**src/rtl/shift_pkg.sv**
```systemverilog
// Definitions shared by the transmit and receive ends of the 194-style shift link:
// the frame direction codes and the frame-state encoding.
package shift_pkg;

    localparam logic DIR_MSB_FIRST = 1'b0;
    localparam logic DIR_LSB_FIRST = 1'b1;

    typedef enum logic {
        ST_IDLE  = 1'b0,
        ST_SHIFT = 1'b1
    } frame_state_t;

endpackage

```
**src/rtl/shift_rx_194_out_hold_reg.sv**
```systemverilog
// One-entry valid/ready holding register.
// A word that arrives while the entry is full and not being popped is dropped, and this sets a sticky overrun flag.
module out_hold_reg #(
    parameter int WIDTH = 4
) (
    input  logic             clk,
    input  logic             rst,
    input  logic             push,
    input  logic [WIDTH-1:0] push_data,
    input  logic             ready,
    input  logic             clr_overrun,
    output logic [WIDTH-1:0] q,
    output logic             valid,
    output logic             overrun
);

    logic [WIDTH-1:0] q_reg;
    logic             valid_reg;
    logic             overrun_reg;
    logic             room;

    // A pop on the same edge frees the entry, so a push can still land.
    assign room = !valid_reg || ready;

    always_ff @(posedge clk or posedge rst) begin
        if (rst) begin
            q_reg       <= '0;
            valid_reg   <= 1'b0;
            overrun_reg <= 1'b0;
        end else begin
            if (push && room) begin
                q_reg     <= push_data;
                valid_reg <= 1'b1;
            end else if (valid_reg && ready) begin
                valid_reg <= 1'b0;
            end

            if (clr_overrun) begin
                overrun_reg <= 1'b0;
            end else if (push && !room) begin
                overrun_reg <= 1'b1;
            end
        end
    end

    assign q       = q_reg;
    assign valid   = valid_reg;
    assign overrun = overrun_reg;

endmodule

```
**src/rtl/shift_rx_194.sv**
```systemverilog
// Deserialiser for the serial stream that an HC_194-style shift register emits.
// It packs WIDTH bits, MSB-first or LSB-first, into one word and hands the word to a one-entry output buffer.
module shift_rx_194
    import shift_pkg::*;
#(
    parameter int WIDTH = 4,
    parameter int CNT_W = $clog2(WIDTH + 1)
) (
    input  logic             Clk,
    input  logic             MR,
    input  logic             SerEn,
    input  logic             SerIn,
    input  logic             Dir,
    input  logic             Clr,
    output logic [WIDTH-1:0] Q,
    output logic             OutValid,
    input  logic             OutReady,
    output logic             Busy,
    output logic             Overrun
);

    localparam logic [CNT_W-1:0] LAST_COUNT = CNT_W'(WIDTH - 1);

    frame_state_t     state_reg, state_next;
    logic [CNT_W-1:0] count_reg, count_next;
    logic [WIDTH-1:0] shift_reg, shift_next;
    logic             frame_dir_reg, frame_dir_next;
    logic             bit_dir;
    logic             push;
    logic [WIDTH-1:0] shl_word;
    logic [WIDTH-1:0] shr_word;

    genvar gi;
    generate
        for (gi = 0; gi < WIDTH; gi++) begin : g_place
            if (gi == 0) begin : g_shl_lsb
                assign shl_word[gi] = SerIn;
            end else begin : g_shl_mid
                assign shl_word[gi] = shift_reg[gi-1];
            end
            if (gi == WIDTH - 1) begin : g_shr_msb
                assign shr_word[gi] = SerIn;
            end else begin : g_shr_mid
                assign shr_word[gi] = shift_reg[gi+1];
            end
        end
    endgenerate

    // The first bit of a frame uses the live Dir; later bits use the direction latched for the frame.
    assign bit_dir = (state_reg == ST_IDLE) ? Dir : frame_dir_reg;

    always_comb begin
        state_next     = state_reg;
        count_next     = count_reg;
        shift_next     = shift_reg;
        frame_dir_next = frame_dir_reg;
        push           = 1'b0;

        if (Clr) begin
            state_next = ST_IDLE;
            count_next = '0;
        end else if (SerEn) begin
            if (state_reg == ST_IDLE) begin
                frame_dir_next = Dir;
            end
            shift_next = (bit_dir == DIR_LSB_FIRST) ? shr_word : shl_word;
            if (count_reg == LAST_COUNT) begin
                push       = 1'b1;
                count_next = '0;
                state_next = ST_IDLE;
            end else begin
                count_next = count_reg + CNT_W'(1);
                state_next = ST_SHIFT;
            end
        end
    end

    always_ff @(posedge Clk or posedge MR) begin
        if (MR) begin
            state_reg     <= ST_IDLE;
            count_reg     <= '0;
            shift_reg     <= '0;
            frame_dir_reg <= DIR_MSB_FIRST;
        end else begin
            state_reg     <= state_next;
            count_reg     <= count_next;
            shift_reg     <= shift_next;
            frame_dir_reg <= frame_dir_next;
        end
    end

    assign Busy = (state_reg == ST_SHIFT);

    out_hold_reg #(
        .WIDTH(WIDTH)
    ) u_out_hold (
        .clk        (Clk),
        .rst        (MR),
        .push       (push),
        .push_data  (shift_next),
        .ready      (OutReady),
        .clr_overrun(Clr),
        .q          (Q),
        .valid      (OutValid),
        .overrun    (Overrun)
    );

endmodule

```
**config.mk**
```make
export PLATFORM = sky130hd
export DESIGN_NAME = shift_rx_194
export DESIGN_NICKNAME = d
export VERILOG_FILES = /design/src/rtl/shift_pkg.sv /design/src/rtl/shift_rx_194_out_hold_reg.sv /design/src/rtl/shift_rx_194.sv
export SDC_FILE = /design/constraint.sdc
export NUM_CORES = 1
export LEC_CHECK = 0
export CAP_MARGIN = 0
export CORE_MARGIN = 2
export CORE_UTILIZATION = 48
export DETAILED_ROUTE_END_ITERATION = 8
export PLACE_DENSITY_LB_ADDON = 0.3
export SLEW_MARGIN = 20
export SYNTH_ARGS = -nofsm -noshare
export SYNTH_HDL_FRONTEND = slang
export SYNTH_SLANG_ARGS = --single-unit
```
**constraint.sdc**
```tcl
create_clock -name Clk -period 1.5 [get_ports Clk]
set_clock_uncertainty 0.05 [all_clocks]
set_input_delay 0.375 -clock Clk [delete_from_list [all_inputs] [get_ports Clk]]
set_output_delay 0.375 -clock Clk [all_outputs]
set_load 0.05 [all_outputs]
```
# After elaboration in Yosys (flattened, before gate mapping)
# Cells that the tools add are included.
# word_totals
input_bits	7
out_inout_bits	7
wordCells	37
regBits	15
# op_classes
bitwise_logic	1
add_sub_neg	1
n_mux	17
n_reduce_logical	10
eq_ne	1
# ops
cell	count
2-to-1 mux 4 bit	3
2-to-1 mux 1 bit	11
2-to-1 mux 3 bit	3
nonzero test 2 bit	3
adder 3 x 1 -> 3 bit (second input constant)	1
== test 3 x 2 -> 1 bit (second input constant)	1
logical AND 1 bit	3
zero test 1 bit	2
AND reduction 2 bit	1
logical OR 1 bit	1
inverter 1 bit	1

# Logic depth before layout (Yosys ltp)
# depth
depth_word	7
depth_mapped	5
depth_no_buf	4

# Modules after synthesis
# Synthesis repeated with hierarchy kept, for this count alone.
# hier_totals
hier_cells	57
area_unflattened_um2	688.2
# by_module_without_submodules
mod	area_per_inst_um2	n_inst	seq_area_each_um2	cells_each
shift_rx_194	427.9	1	225.2	40
out_hold_reg	260.2	1	150.1	17

# Worst setup path after synthesis
# Ideal clock, no wire load.
# synth_timing
path_type	reg2reg
from	reg state_reg, in the netlist Busy
to	reg u_out_hold.q_reg[0], in the netlist u_out_hold.q[0]
slack_ns	-0.078
required_time_ns	1.318
arrival_ns	1.396
path_stages_with_launch	4
period_less_slack_ns	1.578
n_path_buf	0
setup_ns	0.132
cell_sequence	dfrtp_1 mux2i_4 mux2i_1 mux2i_1
# synth_via
elab_chain_len	4
# synth_rtl
element	line	text
start, declared	shift_rx_194.sv:24	frame_state_t state_reg, state_next;
start signal, assigned	shift_rx_194.sv:85	state_reg <= state_next;
2-to-1 mux 1 bit	-	
2-to-1 mux 4 bit	shift_rx_194.sv:66	shift_next = (bit_dir == DIR_LSB_FIRST) ? shr_word : shl_word;
2-to-1 mux 4 bit	shift_rx_194.sv:62	end else if (SerEn) begin
2-to-1 mux 4 bit	shift_rx_194.sv:59	if (Clr) begin
end signal, assigned	shift_rx_194_out_hold_reg.sv:32	q_reg <= push_data;
end, declared	shift_rx_194_out_hold_reg.sv:17	logic [WIDTH-1:0] q_reg;
# Every way passes these cells.
# A chain may end at the register's enable or synchronous reset.

# Worst setup path after layout
# layout_timing
from	in Dir
to	reg u_out_hold.q_reg[3], in the netlist u_out_hold.q[3]
# layout_via
elab_chain_len	4
# layout_rtl
element	line	text
start, declared	shift_rx_194.sv:13	input logic Dir,
2-to-1 mux 1 bit	-	
2-to-1 mux 4 bit	shift_rx_194.sv:66	
2-to-1 mux 4 bit	shift_rx_194.sv:62	
2-to-1 mux 4 bit	shift_rx_194.sv:59	
# Every way passes these cells.

==> metrics.cfg <==
[worst_setup_path]
startpoint_type = input pin
path_class = input pin to register
reg2reg_depth = 3
worstPathMaxFanout = 5
arrival_ns = 1.51
critPathRequiredTime_ns = 1.61
cp-end-kind = register

[cts]
cts_tree = done
postCtsSetupBuffers = 0
insertion_delay_ns = 0.28
numCtsBuffers = 3
path_clk_slew_ns = 0.09
clock-sinks = 15
cts_resized = 0
htree_levels = 1
cts_root_buf = clkbuf_4
ctsHoldBuffers = 0
clockBufferDepth = 2

[yosys]
synth_top_flop_cell = dfrtp_1
synth_edf_count = 0
ys_seq_area_frac = 0.5386
netlist_top_cells_count = dfrtp_1 (15), mux2i_1 (8), inv_1 (6)
yosys.cell_types.count = 21
ys_top_cells_by_area = dfrtp_1 (54%), mux2i_1 (11%), nand2b_4 (3.9%)
ys_warn_count = 0
yosysTopAreaCell = dfrtp_1
synthArstFlopShare = 1.000
ys_ff_latch = 15
syn_area_um2 = 696.9
yosysMostFrequentCell = dfrtp_1
avgSynthCellArea_um2 = 11.62
synthesis.nets = 68
synth_top_area_frac = 0.5386
synthCells = 60

[detailed_routing]
routed_wl_mm = 1.200
wl_met3_um = 52
routedWlPerCell_um = 12.63
avgViaCountPerCell = 5.126
ant_nets = 0
first_iter_violations = 11
route.met2.wl_um = 506
wl_met1_um = 608
vias = 487
dr.pass1.iters = 4
drc_errors = 0
top_layer = met4

[sta]
hold_viol_final = 0
slew_headroom = 0.7985
max_freq_mhz = 715.1
setup_violations = 0
rsz0062_at_grt = no
setup_slack_ns = 0.1016
worstMarginPinSlew_ns = 0.3016
min_period_ns = 1.398
tns_ns = 0
drv_slew = 0
period_share = 0.9323

[finish]
final_area_um2 = 969.7
syn_to_final_growth_pct = 39.14
final_core_util = 0.7270
diodes = 0
drive_gt1_frac = 0.2625
nets = 89

[floorplanning]
rows = 13
dieWidth_um = 42.11
die_y_um = 42.11
initial_utilization = 0.5225
core_area_um2 = 1334
io_pins = 14
dieArea_um2 = 1773

[placement]
place_ws_ns = -0.2006
dp_hpwl_um = 911.6
placed_area_um2 = 942.2
portBuffers = 13
gp_congestion = 0.7395

[min_path]
hp-class = input pin to asynchronous set/reset pin

[grt]
grt_pass1_wl_mm = 2.132
grt_overflow = 0
antenna_found_initial = 0
first_global_vias = 485
grt_max_degree = 12
track_usage = 0.1605

[power_and_ir_drop]
power_mw = 1.123
p_leak_nw = 0.4495
p_per_area_nw_per_um2 = 1158
irDropWorstVdd_mv = 0.6904

[outcome]
status = finished, final reports clean

[flow_run]
drv_cap = 0

-- final cells by class --
| type | instances | area [um^2] |
|---|---|---|
| clock buffer | 3 | 22.52 |
| inverter | 6 | 22.52 |
| timing repair buffer | 18 | 237.7 |
| fill | 94 | 364.1 |
| multi-input combinational | 37 | 286.5 |
| sequential | 15 | 376.6 |
| clock inverter | 1 | 5.005 |
| tap | 15 | 18.77 |
-- logic make-up after synthesis --
group	synth area share
DFF	0.5386
muxes	0.1472
and+or+nand+nor	0.1544
adders and majority gates	0.01795
buffers and inverters	0.05026
AOI/OAI and AO/OA	0.09156
-- worst max-delay path, cell delays in order --
cell,delay [ns]
clkdlybuf4s50_1,0.44
mux2i_4,0.25
mux2i_1,0.32
mux2i_1,0.12
-- per-stage QoR --
| step | instances | hold WS, ns |
|---|---|---|
| floorplan | 60 | 0.2264 |
| global placement | 91 | 0.4264 |
| detailed placement | 91 | 0.4427 |
| CTS | 95 | 0.2560 |
| global route | 95 | 0.2669 |
| finish | 95 | 0.2581 |
-- where the power goes --
part           leakage, nW  total [mW]  internal (mW)  switching [mW]
logic                0.245       0.368          0.181           0.187
registers            0.187       0.525          0.466          0.0592
clock network       0.0177       0.230         0.0989           0.131
total                0.450        1.12          0.746           0.377
-- cells in the final DEF, fill, tap and decap left out, drive strengths merged --
master	n
nand2b	4
o21ai	5
nand3b	1
dfrtp	15
ha	1
clkinv	1
a21oi	2
mux2i	9
clkbuf	3
o21bai	1
buf	12
a31oi	1
inv	6
nor2b	2
nand3	1
nand2	5
nor2	2
clkdlybuf4s50	6
a211oi	2
nor3	1
-- routing by layer --
| metal | up-vias | global-route usage |
|---|---|---|
| li1 | 245 | - |
| met3 | 5 | 0.03017 |
| met1 | 225 | 0.2271 |
| met4 | 0 | 0.09375 |
| met5 | - | 0 |
| met2 | 12 | 0.2281 |
-- path summary, 6_finish.rpt --
check | startpoint | endpoint | slack [ns]
hold / removal | MR | count_reg[0]$_DFFE_PP0P_ | 0.26
hold reg to reg | shift_reg[3]$_DFF_PP0_ | shift_reg[3]$_DFF_PP0_ | 0.46
setup reg to reg | Busy$_DFFE_PP0P_ | u_out_hold.q[3]$_DFFE_PP0P_ | 0.12
max in group asynchronous | MR | u_out_hold.valid$_DFFE_PP0P_ | 0.74
min in group Clk | shift_reg[3]$_DFF_PP0_ | shift_reg[3]$_DFF_PP0_ | 0.46
setup / recovery | Dir | u_out_hold.q[3]$_DFFE_PP0P_ | 0.10
No activity file was read; power rests on OpenSTA's default activity.
